File: config.mk
export PLATFORM = sky130hd
export DESIGN_NAME = display_scan
export DESIGN_NICKNAME = d
export VERILOG_FILES = /design/src/rtl/display_pkg.sv /design/src/rtl/display_scan_tick.sv /design/src/rtl/display_scan.sv
export SDC_FILE = /design/constraint.sdc
export NUM_CORES = 1
export LEC_CHECK = 0
export CAP_MARGIN = 10
export CORE_MARGIN = 5
export CORE_UTILIZATION = 55
export CTS_CLUSTER_DIAMETER = 50
export DETAILED_ROUTE_END_ITERATION = 6
export GPL_ROUTABILITY_DRIVEN = 1
export PLACE_DENSITY = 0.76
export SLEW_MARGIN = 20
export SYNTH_ARGS = -nofsm -noshare
export SYNTH_HDL_FRONTEND = slang
export SYNTH_SLANG_ARGS = --single-unit
export TNS_END_PERCENT = 5
File: constraint.sdc
create_clock -name iClk -period 3.6 [get_ports iClk]
set_input_delay 0.9 -clock iClk [delete_from_list [all_inputs] [get_ports iClk]]
set_output_delay 0.9 -clock iClk [all_outputs]
set_load 0.01 [all_outputs]
File: src/rtl/display_pkg.sv
`default_nettype none
// ============================================================================
// Module   : display_pkg
// Brief    : Shared constants and the leading-zero blanking helper for the
//            multiplexed 8-digit display scan driver.
// Revision : 1.0 - initial release
// ============================================================================
package display_pkg;

    localparam logic [7:0] ANODE_OFF  = 8'hFF;
    localparam int         MAX_DIGITS = 8;
    localparam logic [3:0] BCD_MAX    = 4'd9;

    // Returns a per-digit blank flag for leading zeros. Walking from the most
    // significant scanned digit downward, a digit is blanked while every digit
    // from it up to DIGITS-1 is zero. Digit 0 is never blanked so that a value
    // of zero still shows a single '0'. Bits at and above DIGITS are left 0;
    // those anodes are forced off elsewhere.
    function automatic logic [MAX_DIGITS-1:0] lz_mask(
        input logic [31:0] sh,
        input logic        blank_lz,
        input int          digits
    );
        logic                  run;
        logic                  bit_k;
        logic [3:0]            nib;
        logic [MAX_DIGITS-1:0] mask;
        run  = 1'b1;
        mask = '0;
        for (int k = MAX_DIGITS - 1; k >= 0; k--) begin
            bit_k = 1'b0;
            if (k < digits) begin
                nib   = 4'(sh >> (4 * k));
                run   = run & (nib == 4'd0);
                bit_k = blank_lz & (k != 0) & run;
            end
            // Shifting in from the LSB side places the first (k = 7) result
            // at bit 7 after all iterations.
            mask = {mask[MAX_DIGITS-2:0], bit_k};
        end
        return mask;
    endfunction

endpackage
`default_nettype wire

File: src/rtl/display_scan_tick.sv
`default_nettype none
// ============================================================================
// Module   : scan_tick
// Brief    : Slot prescaler. Counts 0..DIV-1, flags the last cycle of each
//            slot and reports whether the next cycle lies in the dark guard
//            interval at the start of a slot.
// Revision : 1.0 - initial release
// ============================================================================
module scan_tick #(
    parameter int DIV   = 100000,
    parameter int GUARD = 16
) (
    input  logic clk,
    input  logic rst,
    output logic o_tick,
    output logic o_guard_next
);

    localparam int            CW     = $clog2(DIV);
    localparam logic [CW-1:0] c_last = CW'(DIV - 1);

    logic [CW-1:0] r_cnt;
    logic [CW-1:0] w_cnt_next;

    assign o_tick     = (r_cnt == c_last);
    assign w_cnt_next = o_tick ? '0 : r_cnt + CW'(1);

    // The guard flag looks at the next count so the parent can register it
    // alongside the rest of its next-state outputs.
    generate
        if (GUARD > 0) begin : g_guard
            assign o_guard_next = (w_cnt_next < CW'(GUARD));
        end else begin : g_no_guard
            assign o_guard_next = 1'b0;
        end
    endgenerate

    // Free-running slot counter.
    always_ff @(posedge clk or posedge rst) begin
        if (rst) begin
            r_cnt <= '0;
        end else begin
            r_cnt <= w_cnt_next;
        end
    end

endmodule
`default_nettype wire

File: src/rtl/display_scan.sv
`default_nettype none
// ============================================================================
// Module   : display_scan
// Brief    : Time-multiplexed scan driver for an 8-digit common-anode display.
//            Presents one BCD digit at a time to the segment decoder, drives
//            active-low anodes, blanks leading zeros and invalid digits and
//            keeps all anodes dark for a short guard at each slot start.
// Revision : 1.0 - initial release
// ============================================================================
module display_scan
    import display_pkg::*;
#(
    parameter int DIGITS = 8,
    parameter int DIV    = 100000,
    parameter int GUARD  = 16
) (
    input  logic        iClk,
    input  logic        iRst,
    input  logic [31:0] iDigits,
    input  logic        iLoad,
    input  logic        iBlankLZ,
    output logic [3:0]  oBcd,
    output logic [7:0]  oAn,
    output logic        oFrame
);

    localparam logic [2:0] c_last_idx  = 3'(DIGITS - 1);
    // Anodes not scanned by this instance stay permanently off.
    localparam logic [7:0] c_an_unused = 8'(ANODE_OFF << DIGITS);

    logic        w_tick;
    logic        w_guard_next;
    logic        w_wrap;
    logic [2:0]  r_idx;
    logic [2:0]  w_idx_next;
    logic [31:0] r_sh;
    logic [31:0] w_sh_next;
    logic [7:0]  w_lz;
    logic [7:0]  w_invalid;
    logic [7:0]  w_blank;
    logic [3:0]  w_nib;
    logic        w_dark;
    logic [3:0]  r_bcd;
    logic [7:0]  r_an;
    logic        r_frame;

    scan_tick #(
        .DIV   (DIV),
        .GUARD (GUARD)
    ) u_tick (
        .clk          (iClk),
        .rst          (iRst),
        .o_tick       (w_tick),
        .o_guard_next (w_guard_next)
    );

    // Next-state slot index and shadow data; outputs are derived from these
    // so a load or slot change shows up on the very next output cycle.
    assign w_wrap    = w_tick && (r_idx == c_last_idx);
    assign w_sh_next = iLoad ? iDigits : r_sh;

    always_comb begin
        w_idx_next = r_idx;
        if (w_wrap) begin
            w_idx_next = 3'd0;
        end else if (w_tick) begin
            w_idx_next = r_idx + 3'd1;
        end
    end

    generate
        for (genvar k = 0; k < MAX_DIGITS; k++) begin : g_digit
            assign w_invalid[k] = (w_sh_next[4*k +: 4] > BCD_MAX);
        end
    endgenerate

    assign w_lz    = lz_mask(w_sh_next, iBlankLZ, DIGITS);
    assign w_blank = w_lz | w_invalid;
    assign w_nib   = w_sh_next[{w_idx_next, 2'b00} +: 4];
    assign w_dark  = w_blank[w_idx_next];

    // Scan position and shadow register.
    always_ff @(posedge iClk or posedge iRst) begin
        if (iRst) begin
            r_idx <= 3'd0;
            r_sh  <= 32'd0;
        end else begin
            r_idx <= w_idx_next;
            r_sh  <= w_sh_next;
        end
    end

    // Registered decoder value, anode enables and frame pulse.
    always_ff @(posedge iClk or posedge iRst) begin
        if (iRst) begin
            r_bcd   <= 4'd0;
            r_an    <= ANODE_OFF;
            r_frame <= 1'b0;
        end else begin
            r_bcd   <= w_dark ? 4'd0 : w_nib;
            r_an    <= (w_guard_next || w_dark) ? ANODE_OFF
                                                : (~(8'd1 << w_idx_next) | c_an_unused);
            r_frame <= w_wrap;
        end
    end

    assign oBcd   = r_bcd;
    assign oAn    = r_an;
    assign oFrame = r_frame;

endmodule
`default_nettype wire

---- Yosys cells after proc, flatten, opt, wreduce, memory -nomap -nowiden ----
Cells that the tools add are included.
operators by class
  muxes and demuxes ....................... 8
  div/mod/pow operators ................... 0
  multipliers ............................. 0
  bitwise gates (word level) .............. 15
  magnitude comparators ................... 10
  reduce and logical (&&, ||, !) cells .... 9
  $add $sub $neg .......................... 2
  equality and inequality tests ........... 2
  shifts and indexed selects .............. 2
operators by type and width
  kind                                                         number
  greater-than comparator 4 bit, second input constant         8
  2-to-1 mux 32 bit                                            1
  variable part select 32 x 6 -> 4 bit                         1
  logical NOT 4 bit                                            7
  adder 17 x 1 -> 17 bit, second input constant                1
  == test 17 bit, second input constant                        1
  less-than comparator 17 x 5 -> 1 bit, second input constant  1
  2-to-1 mux 17 bit                                            1
  AND 1 bit                                                    13
  2-to-1 mux 8 bit                                             1
  inverter 8 bit                                               1
  OR 8 bit                                                     1
  left shift 1 x 3 -> 8 bit, first input constant              1
  2-to-1 mux 3 bit                                             2
  less-than comparator 3 x 4 -> 1 bit, second input constant   1
  2-to-1 mux 4 bit                                             1
  adder 3 x 1 -> 3 bit, second input constant                  1
  binary-select mux 1 bit (select 3 bit)                       1
  == test 3 bit, second input constant                         1
  logical AND 1 bit                                            1
  logical OR 1 bit                                             1
  2-to-1 mux 1 bit                                             1
word-level totals
  output and inout port bits .............. 13
  memory bits (writable) .................. 0
  logic and storage cells ................. 54
  bits in latches ......................... 0
  memories ................................ 0
  bits in read-only memories .............. 0
  register bits ........................... 65

---- Depth between registers and ports, before layout ----
Gate-level depths: netlist of run 1.
  depth in word-level cells ............... 14
  mapped depth ............................ 11
  depth with buffers taken out ............ 9

---- Cells and area by module ----
A second synthesis of run 1 with hierarchy kept.
unflattened totals
  cell total of the unflattened synthesis .. 331
  area, all modules ....................... 3567.2 µm²
modules (own cells, without submodules)
  module        instances  area an instance (µm²)  seq. area each (µm²)  cells each
  display_scan  1          2468.6                  1211.2                218
  scan_tick     1          1098.6                  425.4                 113

---- Worst setup path before layout of run 1 ----
OpenSTA, ideal clock, no wires.
  kind .................................... input to register
  start point ............................. input port iLoad
  end point ............................... register r_bcd[2], in the netlist oBcd[2]
  data arrival time ....................... 2749 ps
  stages .................................. 8
  path slack .............................. 721 ps
  data required time ...................... 3470 ps
  path buffers ............................ 3
  library setup time ...................... 130 ps
  cell sequence ........................... clkbuf_1 > clkbuf_1 > buf_1 > mux2_2 > nor2_1 > nor3_1 > nor4_1 > nor3_1
on the way
  elaborated cells on any way between the ends .. 34
  classes of those cells .................. order compare (8); shift (1); mux (4); bitwise (14); reduce/logical (7)
RTL lines
  element                                 RTL line             text
  start, declared                         display_scan.sv:20   input logic iLoad,
  2-to-1 mux 32 bit *                     display_scan.sv:60   assign w_sh_next = iLoad ? iDigits : r_sh;
  via w_sh_next[10]                       display_scan.sv:37   logic [31:0] w_sh_next;
  logical NOT 4 bit                       display_pkg.sv:34    run = run & (nib == 4'd0);
  AND 1 bit (2 in a row)                  display_pkg.sv:34
  AND 1 bit                               display_pkg.sv:35    bit_k = blank_lz & (k != 0) & run;
  OR 8 bit                                display_scan.sv:78   assign w_blank = w_lz | w_invalid;
  binary-select mux 1 bit (select 3 bit)  display_scan.sv:80   assign w_dark = w_blank[w_idx_next];
  2-to-1 mux 1 bit (not written as such)  display_scan.sv:80
  2-to-1 mux 4 bit *                      display_scan.sv:100  r_bcd <= w_dark ? 4'd0 : w_nib;
  end signal, assigned                    display_scan.sv:100
  end, declared                           display_scan.sv:43   logic [3:0] r_bcd;
Mark *: on every way through the listed nets, which the timed path passes. The rest lies on a longest branch. The select of a mux whose other input is x is not followed.

---- Worst setup path after layout of run 1 ----
  start point ............................. register u_tick.r_cnt[9]
  end point ............................... register r_an[6], in the netlist oAn[6]
on the way
  cells in the longest elaborated chain, start to end .. 7
  elaborated cells on any way between the ends .. 13
  classes of those cells .................. add/sub (1); order compare (1); eq/ne (1); shift (1); mux (6); bitwise (1); reduce/logical (2)
ends and longest elaborated chain
  element                                                       RTL line                                text
  start, declared                                               display_scan_tick.sv:22                 logic [CW-1:0] r_cnt;
  start signal, assigned                                        display_scan_tick.sv:43                 r_cnt <= w_cnt_next;
  == test 17 bit *                                              display_scan_tick.sv:25                 assign o_tick = (r_cnt == c_last);
  2-to-1 mux 3 bit / logical AND 1 bit (equally long branches)  display_scan.sv:66, display_scan.sv:59
  2-to-1 mux 3 bit *                                            display_scan.sv:64                      if (w_wrap) begin
  via w_idx_next[0]                                             display_scan.sv:35                      logic [2:0] w_idx_next;
  binary-select mux 1 bit (select 3 bit)                        display_scan.sv:80
  2-to-1 mux 1 bit (not written as such)                        display_scan.sv:80
  logical OR 1 bit                                              display_scan.sv:101                     r_an <= (w_guard_next || w_dark) ? ANODE_OFF
  2-to-1 mux 8 bit *                                            display_scan.sv:101
  end signal, assigned                                          display_scan.sv:101
  end, declared                                                 display_scan.sv:44                      logic [7:0] r_an;
Marked as above.

==> results of run 1 <==
[registers in the layout (all words and copies together), names as in the netlist]
| name | count |
|---|---|
| oFrame | 1 |
| oBcd | 4 |
| oAn | 8 |
| r_sh | 32 |
| u_tick.r_cnt | 17 |
| r_idx | 3 |
[cells by family after synthesis]
logic type      after synthesis
compound gates               55
xor+xnor                     16
fa+ha+maj                     3
buf+inv                      33
flops                        65
mux                          38
simple gates                153
[per-stage QoR]
| stage | utilization (%) | total power, mW | setup WS (ns) | std cells |
|---|---|---|---|---|
| CTS | 69.5 | 1.85 | 0.463 | 495 |
| global route | 69.5 | 1.91 | 0.241 | 495 |
| finish | 69.5 | 1.83 | 0.448 | 495 |
| global placement | 65.3 | 1.02 | 0.576 | 479 |
| detailed placement | 65.3 | 1.03 | 0.479 | 479 |
| floorplan | - | 0.923 | 0.721 | 363 |
[how the worst max path moves through the flow]
stage / slack, ns / endpoint / startpoint / cells after the start
final: 0.45 / oAn[6] / u_tick.r_cnt[9] / 8
after global placement: 0.58 / oAn[6] / u_tick.r_cnt[8] / 8
after floorplan: 0.72 / oBcd[2] / iLoad / 8
after global routing: 0.24 / oAn[6] / u_tick.r_cnt[9] / 8
after CTS: 0.46 / oAn[6] / u_tick.r_cnt[8] / 8
after detailed placement: 0.48 / oAn[6] / u_tick.r_cnt[8] / 8
[critical path, cell delays in order (launching register included)]
cell      delay (ns)
dfrtp_1         0.55
or4bb_1         0.60
nor4_4          0.17
buf_4           0.22
mux2i_1         0.37
clkinv_1        0.23
a211oi_1        0.29
o221ai_2        0.17
or4_1           0.49
[area by class of cell]
cell class                      instances  area (um^2)
Fill cell                             498         1950
Multi-Input combinational cell        265         1830
Sequential cell                        65         1640
Timing Repair Buffer                   56          548
Clock inverter                          7          143
Clock buffer                            9          124
Tap cell                               77         96.3
Inverter                               16         60.1
[power groups by stage]
stage,sequential [mW],combinational [mW],clock [mW]
2_1_floorplan,0.807,0.117,0
3_3_place_gp,0.809,0.212,0
3_5_place_dp,0.810,0.216,0
4_1_cts,0.796,0.217,0.838
5_1_grt,0.800,0.236,0.870
6_report,0.796,0.215,0.823
[Yosys cell counts (6+ instances only)]
| library cell | count |
|---|---|
| dfstp_2 | 8 |
| xnor2_1 | 10 |
| nor4_1 | 8 |
| xor2_1 | 6 |
| nor2_1 | 36 |
| mux2i_1 | 10 |
| and3_1 | 6 |
| clkbuf_1 | 7 |
| nand2_1 | 27 |
| nand3_1 | 8 |
| a211oi_1 | 9 |
| mux2_2 | 26 |
| o21ai_0 | 11 |
| or4_1 | 8 |
| nor3b_1 | 6 |
| nand4_1 | 9 |
| nor3_1 | 24 |
| inv_1 | 14 |
| dfrtp_1 | 57 |
| a21oi_1 | 13 |
[layout by cell type (no fill, tap or decap), types with 4 or more instances in the layout]
cell | netlist | routed
xnor2_1 | 10 | 10
bufinv_16 | 0 | 4
mux2_2 | 26 | 26
clkbuf_8 | 0 | 9
nor2_1 | 36 | 36
nand2_1 | 27 | 27
clkdlybuf4s50_1 | 0 | 47
nor3_1 | 24 | 24
or4_1 | 8 | 8
dfstp_2 | 8 | 8
buf_4 | 1 | 7
xor2_1 | 6 | 6
inv_1 | 14 | 13
a211oi_1 | 9 | 9
mux2i_1 | 10 | 10
dfrtp_1 | 57 | 57
nor3b_1 | 6 | 6
nor4_1 | 8 | 8
and3_1 | 6 | 6
nand4_1 | 9 | 9
o21ai_0 | 11 | 11
a21oi_1 | 13 | 13
nand3_1 | 8 | 8
[layer usage]
layer | part of all wire [%] | wire (um) | vias up | GRT usage [%]
met5 | 0 | 0 | - | 0
met3 | 3.6 | 318 | 20 | 3.47
met4 | 3.1 | 268 | 0 | 10.8
li1 | - | - | 1421 | -
met2 | 51 | 4410 | 80 | 37.0
met1 | 43 | 3720 | 1444 | 26.2
==> flow_metrics.tcl, run 1 <==
set metrics [dict create \
    switchingPower_uw 421 \
    grt_pass1_wl_um 14400 \
    final_cell_area_um2 4440 \
    reg2reg_depth 8 \
    drt-total-wl_um 8720 \
    async_reset_ff_share_pct 100 \
    avgSynthCellArea_um2 9.96 \
    syn_inst 363 \
    hold_viol 0 \
    clockPowerShare_pct 44.8 \
    fin_hold_ws_ns 0.494 \
    synth_ff_type "dfrtp_1" \
    hp-start "u_tick.r_cnt[0]" \
    drive_gt1_share_pct 17.5 \
    synthesis.area_um2 3620 \
    cts.sinks 65 \
    grt_max_degree 39 \
    synth_top_area_cell "dfrtp_1" \
    overflow 0 \
    max_cap_viol_count 0 \
    ys_types 59 \
    drt-wirelength-per-cell_um 17.6 \
    antenna_found_initial 0 \
    p_leak_nw 1.85 \
    synth-edff-count 0 \
    die_h_um 91.1 \
    fin_crit_ns 3.15 \
    post_cts_buffers 0 \
    r2r_end "oAn[6]" \
    placed_area_um2 4170 \
    clk_pin_slew_ns 0.07 \
    ys_seq_area_share_pct 45.3 \
    endpoint_kind "register" \
    synth.area.top_cells "dfrtp_1 (39%), mux2_2 (8.1%), dfstp_2 (5.8%)" \
    maxSlewHeadroom_pct 59.2 \
    clkLatencyLatePin_ns 0.34 \
    grt_pass1_vias 3008 \
    ir_drop_v 0.000276 \
    p_per_area_nw_per_um2 413 \
    drc 0 \
    status "finished, final reports clean" \
    cp_data_arrival_time_ns 3.41 \
    setup.worst_path.start_class "register" \
    grt_usage_pct 21.6 \
    cts_tree "yes" \
    hold_class "register to register" \
    htree_levels 3 \
    fp.coreArea_um2 6390 \
    switching_share_pct 23.0 \
    setup_viol 0 \
    r2r_start "u_tick.r_cnt[9]" \
    nNetsFinal 452 \
    crit_type "register to register" \
    worst_pin_slew_ns 0.611 \
    rsz0062_at_grt "false" \
    num_antenna_cells 0 \
    clockBufferDepth 2 \
    synthXorXnorAreaFrac_pct 3.88 \
    clock-skew-final_ns 0.00557 \
    seqPwrFrac_pct 43.4 \
    place_hpwl_um 6630 \
    io_buffers 48 \
    whs_endpoint "u_tick.r_cnt[0]" \
    rows 29 \
    gp_congestion 0.901 \
    yosysWarnings 0 \
    num_vias 2965 \
    min_period_over_period_pct 87.5 \
    dieArea_um2 8300 \
    start_util_pct 56.6 \
    final_antenna_net_count 0 \
    drt_pass1_iterations 4 \
    first_iter_violations 149 \
    cts_buffers 9 \
    dieWidth_um 91.1 \
    required_ns 3.86 \
    clock.fmax_ghz 0.317 \
    synthMuxAreaShare_pct 11.9 \
    slew_viol_final 0 \
    synth_fa_ha_area_share_pct 1.04 \
    synth_top_cell_area_share_pct 39.4 \
    synth_nets 402 \
    area_delta_synth_final_pct 22.8 \
    ys_ff_latch 65 \
    pin_count 49 \
    r2r_slack_ns 0.45 \
    synth-simple-area-share_pct 23.0 \
    cts-root-buf "clkbuf_8" \
    cts_hold_buf 0 \
    cts_resized 0 \
    fin_setup_tns_ns 0 \
    cp_max_fo 11 \
    synth-compound-area-share_pct 10.8 \
    vias_per_cell 5.99 \
    synth_top_family_by_area "simple AND/OR/NAND/NOR gates" \
    intPower_mw 1.41 \
    power_frac_comb_pct 11.7 \
    whs_path_depth 1 \
]
Power figures use the tool's default switching activity.
==> run 2, diff against run 1 <==
--- a/config.mk
+++ b/config.mk
@@ -6,9 +6,11 @@
 export NUM_CORES = 1
 export LEC_CHECK = 0
 export CAP_MARGIN = 10
+export CORE_ASPECT_RATIO = 1.75
 export CORE_MARGIN = 5
 export CORE_UTILIZATION = 55
 export CTS_CLUSTER_DIAMETER = 50
+export CTS_CLUSTER_SIZE = 28
 export DETAILED_ROUTE_END_ITERATION = 6
 export GPL_ROUTABILITY_DRIVEN = 1
 export PLACE_DENSITY = 0.76
==> run 2 against run 1 <==
Against the previous run:
- maximum frequency shrank 3.2%
- sequential share of layout area shrank 0.51 points
- hold slack worse by 0.016 ns
- non-clock buffer count increased by 6
- highest routed layer unchanged
- critical path type unchanged
- power is 1.2% higher
- largest cell class unchanged
- clock skew down 0.0011 ns
==> flow_metrics.tcl, run 2 (synthesis gave the netlist of run 1 again) <==
set metrics [dict create \
    status "finished, final reports clean" \
    power.total_mw 1.86 \
    nNetsFinal 458 \
    drive_gt1_share_pct 17.9 \
    vias_per_cell 6.12 \
    final_common_cell "dfrtp_1" \
    cp_data_arrival_time_ns 3.48 \
    rows 39 \
    num_vias 3098 \
    gp_congestion 0.906 \
    slew_viol_final 0 \
    wl_met2_um 5360 \
    pre_cts_ws_ns 0.139 \
    clockBufferDepth 2 \
    io_buffers 48 \
    required_ns 3.82 \
    maxSlewHeadroom_pct 45.9 \
    wl_met3_um 345 \
    num_antenna_cells 0 \
    grt_pass1_vias 3205 \
    fp.coreArea_um2 6490 \
    place_hpwl_um 7320 \
    fin_setup_tns_ns 0 \
    cts_buffers 9 \
    setup_viol 0 \
    clock-skew-final_ns 0.00443 \
    pin_count 49 \
    largest_register_ffs 32 \
    grt_pass1_wl_um 15100 \
    cts-root-buf "clkbuf_16" \
    cts_tree "yes" \
    antenna_found_initial 0 \
    grt_max_degree 28 \
    topRoutingLayerUsed "met4" \
    cts_hold_buf 0 \
    drt-wirelength-per-cell_um 18.6 \
    layout_common_cells "dfrtp_1 (57), clkdlybuf4s50_1 (47), nor2_1 (36), nand2_1 (27), mux2_2 (26)" \
    hold_class "register to register" \
    drc 0 \
    dieWidth_um 71.3 \
    endpoint_kind "register" \
    start_util_pct 55.7 \
    cp_max_fo 11 \
    ir_drop_v 0.000370 \
    crit_type "register to register" \
    p_per_area_nw_per_um2 413 \
    clk_pin_slew_ns 0.05 \
    first_iter_violations 185 \
    grt_usage_pct 23.8 \
    die_h_um 117 \
    fin_crit_ns 3.25 \
    n_fill_cell 501 \
    p_leak_nw 1.89 \
    setup_ws_ns 0.345 \
    cts.sinks 65 \
    clkLatencyLatePin_ns 0.32 \
    rsz0062_at_grt "false" \
    htree_levels 3 \
    clock.fmax_ghz 0.307 \
    final_antenna_net_count 0 \
    overflow 0 \
    setup.worst_path.start_class "register" \
    dieArea_um2 8360 \
    top_register "r_sh" \
    worst_pin_slew_ns 0.791 \
    hold_viol 0 \
    met1_length_um 3150 \
    min_period_over_period_pct 90.4 \
    drt-total-wl_um 9430 \
    area_delta_synth_final_pct 24.5 \
    max_cap_viol_count 0 \
    drt_pass1_iterations 4 \
]
## run 2: changes by cell type in the layout (fill, tap and decap cells not counted)
| cell | before | now |
|---|---|---|
| buf_12 | 1 | 0 |
| buf_4 | 7 | 14 |
| bufinv_16 | 4 | 1 |
| clkbuf_1 | 0 | 3 |
| clkbuf_16 | 0 | 9 |
| clkbuf_8 | 9 | 1 |
| clkinv_2 | 1 | 2 |
| clkinv_4 | 2 | 0 |
## run 2: critical path, cell delays in order (launching register included)
cell and delay, ns:
dfrtp_1 0.55, or4bb_1 0.60, nor4_4 0.34, mux2i_1 0.43, clkinv_1 0.25, a211oi_1 0.30, o221ai_2 0.16, or4_1 0.53
## run 2: area by class of cell
type                       count  area, um^2  share of cell area [%]
multi-input combinational    265        1830                    40.7
clock inverter                 3        40.0                   0.889
sequential                    65        1640                    36.4
tap                           82         103                    2.28
clock buffer                  13         250                    5.56
timing repair buffer          62         581                    12.9
inverter                      16        60.1                    1.33
## run 2: stage by stage
stage | hold WS (ns) | cells | util (%) | cell area [um^2]
floorplan | 0.451 | 363 | - | 3620
global placement | 0.466 | 487 | 64.5 | 4190
detailed placement | 0.473 | 487 | 64.5 | 4190
CTS | 0.479 | 503 | 69.0 | 4480
global route | 0.498 | 506 | 69.4 | 4500
finish | 0.478 | 506 | 69.4 | 4500
## run 2: power breakdown
part / total [mW] / switching, mW / internal, mW
Sequential: 0.800 / 0.0241 / 0.776
Clock: 0.841 / 0.289 / 0.552
Combinational: 0.216 / 0.107 / 0.109
## run 2: final timing paths
path	from	endpoint	slack [ns]	cells past startpoint
setup / recovery	u_tick.r_cnt[9]	oAn[6]	0.35	7
hold / removal	u_tick.r_cnt[0]	u_tick.r_cnt[0]	0.48	1
setup reg to reg	u_tick.r_cnt[9]	oAn[6]	0.35	7
hold reg to reg	u_tick.r_cnt[0]	u_tick.r_cnt[0]	0.48	1
max in group asynchronous	iRst	oAn[4]	1.88	3
min in group asynchronous	iRst	r_idx[1]	0.94	2
## run 2: repair_timing
item                       in CTS  in global routing
buffers inserted                0                  3
gates resized for setup         0                  0
setup endpoints to repair       0                  5
## run 2: metal layers
layer  global-route usage [%]  vias to the layer above
met4                     18.2                        0
met3                     4.10                       46
li1                         -                     1435
met1                     21.6                     1519
met5                        0                        -
met2                     45.4                       98
